**src/rtl/mbox_ebox_responder_pkg.sv**
```systemverilog
// Shared EBOX/MBOX definitions for the memory request/response handshake:
// default widths, NXM timeout and the responder state type.
package mbox_ebox_responder_pkg;

    localparam int MBOX_ADDR_W      = 22;
    localparam int MBOX_DATA_W      = 36;
    localparam int MBOX_NXM_TIMEOUT = 64;

    typedef enum logic [2:0] {
        ST_IDLE,
        ST_RD,
        ST_RPW_WAIT,
        ST_WR,
        ST_RESP,
        ST_FAIL
    } mboxRespStateT;

endpackage

```
**src/rtl/mbox_nxm_timer.sv**
```systemverilog
// Non-existent-memory timeout counter: cleared while no memory request is
// outstanding, counts unacknowledged request cycles, flags the last one.
module mbox_nxm_timer #(
    parameter int NXM_TIMEOUT = 64
) (
    input  logic clk,
    input  logic reset,
    input  logic clear,
    input  logic enable,
    output logic expired
);

    localparam int               CNT_W = $clog2(NXM_TIMEOUT);
    localparam logic [CNT_W-1:0] LAST  = CNT_W'(NXM_TIMEOUT - 1);

    logic [CNT_W-1:0] count;

    // Saturates at LAST so a held request can never wrap back to zero.
    always_ff @(posedge clk or posedge reset) begin
        if (reset) begin
            count <= '0;
        end else if (clear) begin
            count <= '0;
        end else if (enable && (count != LAST)) begin
            count <= count + CNT_W'(1);
        end
    end

    assign expired = (count == LAST);

endmodule

```
**src/rtl/mbox_ebox_responder.sv**
```systemverilog
// MBOX-side responder: accepts one EBOX read, write or read-pause-write,
// runs it on the backing-memory port and returns data/response strobes.
module mbox_ebox_responder
    import mbox_ebox_responder_pkg::*;
#(
    parameter int ADDR_W      = MBOX_ADDR_W,
    parameter int DATA_W      = MBOX_DATA_W,
    parameter int NXM_TIMEOUT = MBOX_NXM_TIMEOUT
) (
    input  logic              clk,
    input  logic              reset,
    input  logic              eboxReq,
    input  logic              eboxRead,
    input  logic              eboxWrite,
    input  logic [ADDR_W-1:0] eboxAddr,
    input  logic [DATA_W-1:0] eboxWData,
    input  logic              eboxWrGo,
    input  logic              eboxRetry,
    output logic              mboxBusy,
    output logic              mboxXfer,
    output logic [DATA_W-1:0] mboxRData,
    output logic              mboxRespIn,
    output logic              mboxPageFail,
    output logic              memReq,
    output logic              memWrite,
    output logic [ADDR_W-1:0] memAddr,
    output logic [DATA_W-1:0] memWData,
    input  logic              memAck,
    input  logic [DATA_W-1:0] memRData
);

    mboxRespStateT     state, state_next;
    logic              rpw_flag;
    logic [ADDR_W-1:0] addr_p0;
    logic [DATA_W-1:0] wdata_p0;
    logic [DATA_W-1:0] rdata_p1;
    logic              vld_p1;
    logic              resp_p1;
    logic              fail_p1;
    logic              in_mem;
    logic              expired;
    logic              accept;
    logic              wrgo;
    logic              mem_done;
    logic              rd_done;
    logic              nxm;

    assign in_mem  = (state == ST_RD) || (state == ST_WR);
    assign rd_done = mem_done && (state == ST_RD);

    mbox_nxm_timer #(
        .NXM_TIMEOUT (NXM_TIMEOUT)
    ) u_nxm_timer (
        .clk     (clk),
        .reset   (reset),
        .clear   (!in_mem),
        .enable  (in_mem && !memAck),
        .expired (expired)
    );

    always_ff @(posedge clk or posedge reset) begin
        if (reset) begin
            state <= ST_IDLE;
        end else begin
            state <= state_next;
        end
    end

    // Retry outranks completion and timeout; an ack on the expiry cycle
    // outranks the timeout.
    always_comb begin
        state_next = state;
        accept     = 1'b0;
        wrgo       = 1'b0;
        mem_done   = 1'b0;
        nxm        = 1'b0;
        case (state)
            ST_IDLE: begin
                if (eboxReq && (eboxRead || eboxWrite)) begin
                    accept     = 1'b1;
                    state_next = eboxRead ? ST_RD : ST_WR;
                end
            end
            ST_RD, ST_WR: begin
                if (eboxRetry) begin
                    state_next = ST_IDLE;
                end else if (memAck) begin
                    mem_done   = 1'b1;
                    state_next = (state == ST_RD && rpw_flag) ? ST_RPW_WAIT : ST_RESP;
                end else if (expired) begin
                    nxm        = 1'b1;
                    state_next = ST_FAIL;
                end
            end
            ST_RPW_WAIT: begin
                if (eboxRetry) begin
                    state_next = ST_IDLE;
                end else if (eboxWrGo) begin
                    wrgo       = 1'b1;
                    state_next = ST_WR;
                end
            end
            ST_RESP, ST_FAIL: state_next = ST_IDLE;
            default:          state_next = ST_IDLE;
        endcase
    end

    // p0: request capture; p1: response strobes one cycle after memAck/expiry
    always_ff @(posedge clk or posedge reset) begin
        if (reset) begin
            addr_p0  <= '0;
            wdata_p0 <= '0;
            rpw_flag <= 1'b0;
            rdata_p1 <= '0;
            vld_p1   <= 1'b0;
            resp_p1  <= 1'b0;
            fail_p1  <= 1'b0;
        end else begin
            vld_p1  <= rd_done;
            resp_p1 <= mem_done || nxm;
            fail_p1 <= nxm;
            if (accept) begin
                addr_p0  <= eboxAddr;
                wdata_p0 <= eboxWData;
                rpw_flag <= eboxRead && eboxWrite;
            end
            if (wrgo) begin
                wdata_p0 <= eboxWData;
            end
            if (rd_done) begin
                rdata_p1 <= memRData;
            end
        end
    end

    assign mboxBusy     = (state != ST_IDLE);
    assign mboxXfer     = vld_p1;
    assign mboxRData    = rdata_p1;
    assign mboxRespIn   = resp_p1;
    assign mboxPageFail = fail_p1;
    assign memReq       = in_mem;
    assign memWrite     = (state == ST_WR);
    assign memAddr      = addr_p0;
    assign memWData     = wdata_p0;

endmodule

```
**config.mk**
```make
export PLATFORM = sky130hd
export DESIGN_NAME = mbox_ebox_responder
export DESIGN_NICKNAME = d
export VERILOG_FILES = /design/src/rtl/mbox_ebox_responder_pkg.sv /design/src/rtl/mbox_nxm_timer.sv /design/src/rtl/mbox_ebox_responder.sv
export SDC_FILE = /design/constraint.sdc
export NUM_CORES = 1
export LEC_CHECK = 0
export CORE_ASPECT_RATIO = 0.75
export CORE_MARGIN = 3
export CORE_UTILIZATION = 42
export CTS_CLUSTER_SIZE = 25
export DETAILED_ROUTE_END_ITERATION = 6
export GPL_ROUTABILITY_DRIVEN = 1
export HOLD_SLACK_MARGIN = 0.02
export PLACE_DENSITY = 0.81
export SLEW_MARGIN = 25
export SYNTH_ARGS = -nofsm -noshare
export SYNTH_HDL_FRONTEND = slang
export SYNTH_SLANG_ARGS = --single-unit
```
**constraint.sdc**
```tcl
create_clock -name clk -period 4.3 [get_ports clk]
set_clock_uncertainty 0.2 [all_clocks]
set_input_delay 0.86 -clock clk [delete_from_list [all_inputs] [get_ports clk]]
set_output_delay 0.86 -clock clk [all_outputs]
set_load 0.02 [all_outputs]
```
==> tab_implementation.tex, run 1 <==
\begin{tabular}{lr}
\hline
Metric & Value \\
\hline
\multicolumn{2}{l}{\textbf{Timing}} \\
Post-route clock period utilization & 0.689 \\
Post-route setup TNS & 0 ns \\
Final critical-path setup slack & 1.34 ns \\
Slew @ Worst Pin & 0.770 ns \\
Hold violation count in the final report & 0 \\
Final count of pins violating max slew & 0 \\
Max-slew headroom & 0.486 \\
Period minus WS final & 2.96 ns \\
Achievable clock frequency & 337 MHz \\
RSZ-0062 raised after global routing & no \\
Final setup violating endpoints & 0 \\
\multicolumn{2}{l}{\textbf{Setup path}} \\
Required time at the worst-slack endpoint & 3.24 ns \\
Arrival time at the worst endpoint & 1.90 ns \\
Critical register-to-register path startpoint & state[1]\$\_DFFE\_PP0P\_ \\
Worst Path Class, Setup & flop to primary output \\
Maximum fanout along the worst path & 8 \\
Library cell contributing the largest single delay on the critical path & sky130\_fd\_sc\_hd\_\_clkdlybuf4s50\_1 \\
Crit-path max cell delay & 0.60 ns \\
Critical Path Start Type & flop \\
Crit Reg-Reg Endpoint & memAddr[10]\$\_DFFE\_PP0P\_ \\
Total buffers and inverters traversed by the critical path & 2 \\
Worst path cell trace & nand2b\_4 > inv\_1 > and2\_1 > clkdlybuf4s50\_1 \\
Worst setup slack for register-to-register paths & 2.16 ns \\
Depth of the worst register-to-register path & 4 \\
Kind of cell adding the most delay to the critical path & buffers and inverters \\
Critical path capture point type & primary output \\
\multicolumn{2}{l}{\textbf{Run status}} \\
Run status & completed \\
\multicolumn{2}{l}{\textbf{Finish}} \\
Layout overhead on the synthesized area & 53.7\% \\
Layout cell share with drive strength beyond 1 & 0.258 \\
Nets@finish & 580 \\
Commonest cells after routing, fill and taps aside & sky130\_fd\_sc\_hd\_\_clkdlybuf4s50\_1, sky130\_fd\_sc\_hd\_\_dfrtp\_1, sky130\_fd\_sc\_hd\_\_mux2\_2 \\
Fillers & 733 \\
Non-Filler Instances & 613 \\
Area used by multi-input combinational logic & 1590 um\^{}2 \\
Leading cell type in the layout, fill and taps excluded & sky130\_fd\_sc\_hd\_\_clkdlybuf4s50\_1 \\
Antenna Cells & 0 \\
Sequential cell area & 2680 um\^{}2 \\
\multicolumn{2}{l}{\textbf{Power}} \\
Net switching share of the total power & 0.349 \\
Sequential share of power & 0.340 \\
Power density over the cells & 765 nW/um\^{}2 \\
Max rail drop VDD & 0.000438 V \\
Net switching power figure & 0.00181 W \\
Share of power burned in combinational logic & 0.502 \\
LEAKAGE & 2.94 nW \\
Internal power & 0.00338 W \\
Clock share of power & 0.158 \\
Post-layout total power & 0.00519 W \\
\multicolumn{2}{l}{\textbf{Detailed routing}} \\
Number of remaining DRC errors & 0 \\
Number of vias after detailed routing & 3002 \\
Pre-antenna DRT Iters & 4 \\
Routed wire length per instance & 17.7 um \\
Number of DRC markers after the initial detailed-route iteration & 174 \\
Remaining number of nets flagged by the antenna check after routing & 0 \\
Via density per instance & 4.90 \\
Detailed-route wire length & 10.9 mm \\
\multicolumn{2}{l}{\textbf{Die}} \\
Site row count & 31 \\
Full die area & 11800 um\^{}2 \\
Die extent in x & 124 um \\
Placeable Area & 9930 um\^{}2 \\
Initial Util & 0.445 \\
Chip Height & 94.8 um \\
Total I/O pin count & 202 \\
\multicolumn{2}{l}{\textbf{CTS}} \\
Deepest clock path buffer count & 2 \\
Register clock-pin slew on the reported worst setup and hold paths & 0.07 ns \\
Cells resized by post-CTS repair & 0 \\
H-tree levels & 3 \\
Number of clock buffers inserted by TritonCTS & 9 \\
Clock insertion delay at the later pin of the skew report & 0.33 ns \\
\# clock sinks & 107 \\
Number of hold buffers added after CTS & 0 \\
Clock tree from TritonCTS & built \\
Count of buffers added by post-CTS timing repair for setup & 0 \\
Root buffer cell & sky130\_fd\_sc\_hd\_\_clkbuf\_16 \\
\multicolumn{2}{l}{\textbf{Place}} \\
Routability congestion estimate & 0.793 \\
Port-buffer cells & 201 \\
Half-perimeter wire length of the detailed placement result & 8.12 mm \\
Worst slack after detailed placement & 1.32 ns \\
Number of placed cells counting well taps & 598 \\
\multicolumn{2}{l}{\textbf{Min path}} \\
Type of the worst min-delay path & flop to flop \\
Hold-critical path endpoint & state[2]\$\_DFFE\_PP0P\_ \\
Worst Hold Launch & rpw\_flag\$\_DFFE\_PP0P\_ \\
Number of stages on the worst hold path & 1 \\
\multicolumn{2}{l}{\textbf{Synth}} \\
Number of warnings issued by yosys & 0 \\
Distinct cells, synth & 44 \\
Netlist area before placement & 4420 um\^{}2 \\
\#FFs+latches synth & 107 \\
Synthesized netlist net count & 378 \\
Mean Syn Cell Area & 16.1 um\^{}2 \\
Sequential cell area fraction in the yosys report & 0.606 \\
Post-Syn Instances & 275 \\
\multicolumn{2}{l}{\textbf{GRT}} \\
Maximum number of pins on one net before global-route repair & 65 \\
Total GRT Usage & 0.185 \\
Initial antenna violation count & 0 \\
Global-route wire length before repair & 17.0 mm \\
Number of global-route vias before repair & 3207 \\
Gr ovfl total & 0 \\
\multicolumn{2}{l}{\textbf{Job}} \\
Max Cap Viol & 0 \\
\hline
\end{tabular}
## worst register-to-register path, cell delays in order (launching register included)
cell and delay (ns):
sky130_fd_sc_hd__dfrtp_1 0.50, sky130_fd_sc_hd__nor3_2 0.27, sky130_fd_sc_hd__inv_2 0.08, sky130_fd_sc_hd__nor2_4 0.55, sky130_fd_sc_hd__mux2_2 0.42
## cell usage after synthesis, drive strengths merged
cell type	instances	share of area
o21ai	4	0.0054
o31ai	1	0.0017
a211oi	2	0.0034
mux2i	2	0.0045
and2b	1	0.0020
nor3b	1	0.0017
ha	1	0.0028
dfrtp	107	0.61
a21oi	1	0.0011
xnor2	2	0.0040
nor2b	1	0.0014
and3	1	0.0014
a22o	1	0.0020
nand3b	1	0.0017
a31oi	3	0.0057
inv	4	0.0034
o21a	1	0.0017
and2	1	0.0014
mux2	95	0.27
nand2b	2	0.0045
nor3	4	0.0057
nor2	12	0.016
and4b	1	0.0026
nand3	4	0.0045
nor4	1	0.0014
a21o	1	0.0020
clkbuf	1	0.00085
a311oi	1	0.0020
nand4	1	0.0014
nand2	7	0.011
buf	10	0.029
## power by group through the flow
stage               combinational, W  sequential, W  clock (W)
floorplan                   0.000894        0.00231          0
global placement             0.00258        0.00175          0
detailed placement           0.00263        0.00178          0
CTS                          0.00264        0.00177   0.000842
global route                 0.00274        0.00183   0.000888
finish                       0.00261        0.00176   0.000819
## cell type report
| class | count | share of cell area |
|---|---|---|
| Inverter | 4 | 0.00258 |
| Multi-Input combinational cell | 153 | 0.235 |
| Clock buffer | 9 | 0.0332 |
| Clock inverter | 6 | 0.0111 |
| Timing Repair Buffer | 202 | 0.299 |
| Tap cell | 132 | 0.0243 |
| Sequential cell | 107 | 0.395 |
## metal layers
layer  vias to the layer above  GRT usage  wire (um)
met1                      1485      0.216       4430
met3                        11     0.0876       1070
met5                         -          0          0
met2                       133      0.308       5210
li1                       1373          -          -
met4                         0     0.0520        143
## worst max-delay path by stage
stage	start	to	slack (ns)	cells after the start
detailed placement	eboxRead	memWData[15]$_DFFE_PP0P_	1.32	5
CTS	state[0]$_DFFE_PP0P_	memWrite	1.31	4
floorplan	reset	mboxPageFail$_DFF_PP0_	0.42	1
global route	state[0]$_DFFE_PP0P_	memWrite	1.20	4
global placement	eboxRetry	memWData[12]$_DFFE_PP0P_	1.37	5
finish	state[0]$_DFFE_PP0P_	memWrite	1.34	4
## per-stage QoR
stage               cell area [um^2]  hold WS [ns]   util
finish                          6790         0.301  0.683
global route                    6790         0.321  0.683
CTS                             6790         0.298  0.683
detailed placement              6480         0.282  0.653
global placement                6480         0.280  0.653
floorplan                       4420         0.232      -
## cell families (layout without fill, tap and decap cells)
logic type               Yosys count  after routing  share of synthesized area
multiplexers                      97             97                      0.272
flip-flops                       107            107                      0.606
buffers and inverters             15            221                     0.0329
adder cells (fa/ha/maj)            1              1                    0.00283
AND/OR/NAND/NOR                   38             38                     0.0567
XOR/XNOR                           2              2                    0.00397
AO/OA/AOI/OAI                     15             15                     0.0249
## sequential cells by signal (all words and copies together), names as in the netlist
signal / flops
state: 3
mboxPageFail: 1
mboxRData: 36
mboxXfer: 1
u_nxm_timer.count: 6
mboxRespIn: 1
memWData: 36
rpw_flag: 1
memAddr: 22
Note: power is estimated with default switching activity, not from simulation.
==> run 2: changes to the inputs <==
Clock period 4.3 ns to 2.8 ns, I/O delays scaled along.
==> tab_implementation.tex, run 2 (synthesis results as in run 1) <==
\begin{tabular}{lr}
\hline
Metric & Value \\
\hline
\multicolumn{2}{l}{\textbf{Run status}} \\
Run status & completed \\
\multicolumn{2}{l}{\textbf{Job}} \\
Max Cap Viol & 0 (unchanged) \\
\multicolumn{2}{l}{\textbf{Timing}} \\
Post-route clock period utilization & 0.950 \\
Achievable clock frequency & 376 MHz \\
RSZ-0062 raised after global routing & no \\
Worst hold margin & 0.283 ns (-0.0180 ns) \\
Max-slew headroom & 0.695 (+0.209) \\
Hold violation count in the final report & 0 (unchanged) \\
Final setup violating endpoints & 0 (unchanged) \\
Final critical-path setup slack & 0.141 ns (-1.19 ns) \\
Period minus WS final & 2.66 ns \\
Slew @ Worst Pin & 0.457 ns (-0.313 ns) \\
Final count of pins violating max slew & 0 (unchanged) \\
Post-route setup TNS & 0 ns (unchanged) \\
\multicolumn{2}{l}{\textbf{Detailed routing}} \\
Number of DRC markers after the initial detailed-route iteration & 136 (-22\%) \\
Via density per instance & 4.80 (-2.0\%) \\
Routed wire length per instance & 17.2 um (-2.7\%) \\
Pre-antenna DRT Iters & 3 (-1) \\
Number of remaining DRC errors & 0 (unchanged) \\
Detailed-route wire length & 10.7 mm (-1.3\%) \\
Number of vias after detailed routing & 2986 (-0.53\%) \\
Remaining number of nets flagged by the antenna check after routing & 0 (unchanged) \\
\multicolumn{2}{l}{\textbf{GRT}} \\
Total GRT Usage & 0.184 (-0.000932) \\
Global-route wire length before repair & 17.1 mm (+0.65\%) \\
Gr ovfl total & 0 (unchanged) \\
Number of global-route vias before repair & 3241 (+1.1\%) \\
Initial antenna violation count & 0 (unchanged) \\
Maximum number of pins on one net before global-route repair & 51 (-22\%) \\
\multicolumn{2}{l}{\textbf{Die}} \\
Total I/O pin count & 202 (unchanged) \\
Die extent in x & 124 um (unchanged) \\
Chip Height & 94.8 um (unchanged) \\
Site row count & 31 (unchanged) \\
Initial Util & 0.445 (unchanged) \\
Full die area & 11800 um\^{}2 (unchanged) \\
Placeable Area & 9930 um\^{}2 (unchanged) \\
\multicolumn{2}{l}{\textbf{Power}} \\
Power density over the cells & 1170 nW/um\^{}2 (+53\%) \\
Max rail drop VDD & 0.000606 V (+38\%) \\
LEAKAGE & 2.98 nW (+1.5\%) \\
\multicolumn{2}{l}{\textbf{Setup path}} \\
Critical path capture point type & primary output \\
Arrival time at the worst endpoint & 1.90 ns (about the same) \\
Crit Reg-Reg Endpoint & memAddr[13]\$\_DFFE\_PP0P\_ \\
CP startpoint & state[2]\$\_DFFE\_PP0P\_ \\
Critical Path Sink & memWrite \\
Required time at the worst-slack endpoint & 2.04 ns (-1.20 ns) \\
Critical Path Start Type & flop \\
Depth of the worst register-to-register path & 5 (+1) \\
Worst setup slack for register-to-register paths & 0.81 ns (-1.35 ns) \\
Worst Path Class, Setup & flop to primary output \\
Maximum fanout along the worst path & 7 (-1) \\
Critical register-to-register path startpoint & state[1]\$\_DFFE\_PP0P\_ \\
\multicolumn{2}{l}{\textbf{Finish}} \\
Commonest cells after routing, fill and taps aside & sky130\_fd\_sc\_hd\_\_clkdlybuf4s50\_1, sky130\_fd\_sc\_hd\_\_dfrtp\_1, sky130\_fd\_sc\_hd\_\_mux2\_2 \\
Sequential cell area & 2680 um\^{}2 (unchanged) \\
Area used by multi-input combinational logic & 1590 um\^{}2 (unchanged) \\
Non-Filler Instances & 622 (+1.5\%) \\
Fraction of the core area covered by cells at the end of the flow & 0.693 (+0.00920) \\
Fillers & 690 (-5.9\%) \\
Layout overhead on the synthesized area & 55.7\% \\
Leading cell type in the layout, fill and taps excluded & sky130\_fd\_sc\_hd\_\_clkdlybuf4s50\_1 \\
Nets@finish & 588 (+1.4\%) \\
Layout cell share with drive strength beyond 1 & 0.269 (+0.0116) \\
Antenna Cells & 0 (unchanged) \\
\multicolumn{2}{l}{\textbf{CTS}} \\
Clock tree from TritonCTS & built \\
Root buffer cell & sky130\_fd\_sc\_hd\_\_clkbuf\_16 \\
Cells resized by post-CTS repair & 0 (unchanged) \\
\# clock sinks & 107 (unchanged) \\
Count of buffers added by post-CTS timing repair for setup & 0 (unchanged) \\
Clock insertion delay at the later pin of the skew report & 0.34 ns (about the same) \\
H-tree levels & 3 (unchanged) \\
Number of clock buffers inserted by TritonCTS & 9 (unchanged) \\
Deepest clock path buffer count & 2 (unchanged) \\
Number of hold buffers added after CTS & 0 (unchanged) \\
Register clock-pin slew on the reported worst setup and hold paths & 0.07 ns (about the same) \\
\multicolumn{2}{l}{\textbf{Place}} \\
Port-buffer cells & 201 (unchanged) \\
Number of placed cells counting well taps & 606 (+1.3\%) \\
Half-perimeter wire length of the detailed placement result & 8.18 mm (+0.68\%) \\
Routability congestion estimate & 0.813 (+2.5\%) \\
Worst slack after detailed placement & 0.250 ns (-1.07 ns) \\
\multicolumn{2}{l}{\textbf{Min path}} \\
Type of the worst min-delay path & flop to flop \\
\hline
\end{tabular}
## run 2: routing by layer
| layer | wire length [um] | track usage | part of all wire |
|---|---|---|---|
| met1 | 4890 | 0.243 | 0.46 |
| met2 | 4970 | 0.295 | 0.46 |
| met3 | 744 | 0.0605 | 0.069 |
| met4 | 109 | 0.0493 | 0.010 |
| met5 | 0 | 0 | 0 |
## run 2: final cells by class
cell class,count,share of cell area
inverter,4,0.00273
clock buffer,10,0.0333
tap,132,0.0240
timing repair buffer,210,0.306
clock inverter,6,0.0129
multi-input combinational,153,0.232
sequential,107,0.389
## run 2: worst max-delay path, cell delays in order, from the launching register on
cell and delay, ns:
sky130_fd_sc_hd__dfrtp_1 0.45, sky130_fd_sc_hd__nand2b_4 0.23, sky130_fd_sc_hd__inv_1 0.14, sky130_fd_sc_hd__and2_1 0.13, sky130_fd_sc_hd__clkdlybuf4s50_1 0.60
## run 2: worst min path at each step
stage	start	endpoint	slack (ns)	cells past startpoint
after floorplan	rpw_flag$_DFFE_PP0P_	state[2]$_DFFE_PP0P_	0.23	1
after global placement	rpw_flag$_DFFE_PP0P_	state[2]$_DFFE_PP0P_	0.27	1
after detailed placement	rpw_flag$_DFFE_PP0P_	state[2]$_DFFE_PP0P_	0.28	1
after CTS	rpw_flag$_DFFE_PP0P_	state[2]$_DFFE_PP0P_	0.29	1
after global routing	memWData[16]$_DFFE_PP0P_	memWData[16]$_DFFE_PP0P_	0.31	1
final	rpw_flag$_DFFE_PP0P_	state[2]$_DFFE_PP0P_	0.28	1
## run 2: power by group
group | switching (W) | leakage, nW | internal (W)
combinational | 0.00179 | 1.54 | 0.00224
clock | 0.000544 | 0.149 | 0.000785
sequential | 0.000429 | 1.29 | 0.00228
total | 0.00276 | 2.98 | 0.00531
## run 2: metrics by stage
step / cell area, um^2 / power, W
5_1_grt: 6880 / 0.00849
3_3_place_gp: 6560 / 0.00669
3_5_place_dp: 6560 / 0.00680
6_report: 6880 / 0.00807
2_1_floorplan: 4420 / 0.00492
4_1_cts: 6880 / 0.00817
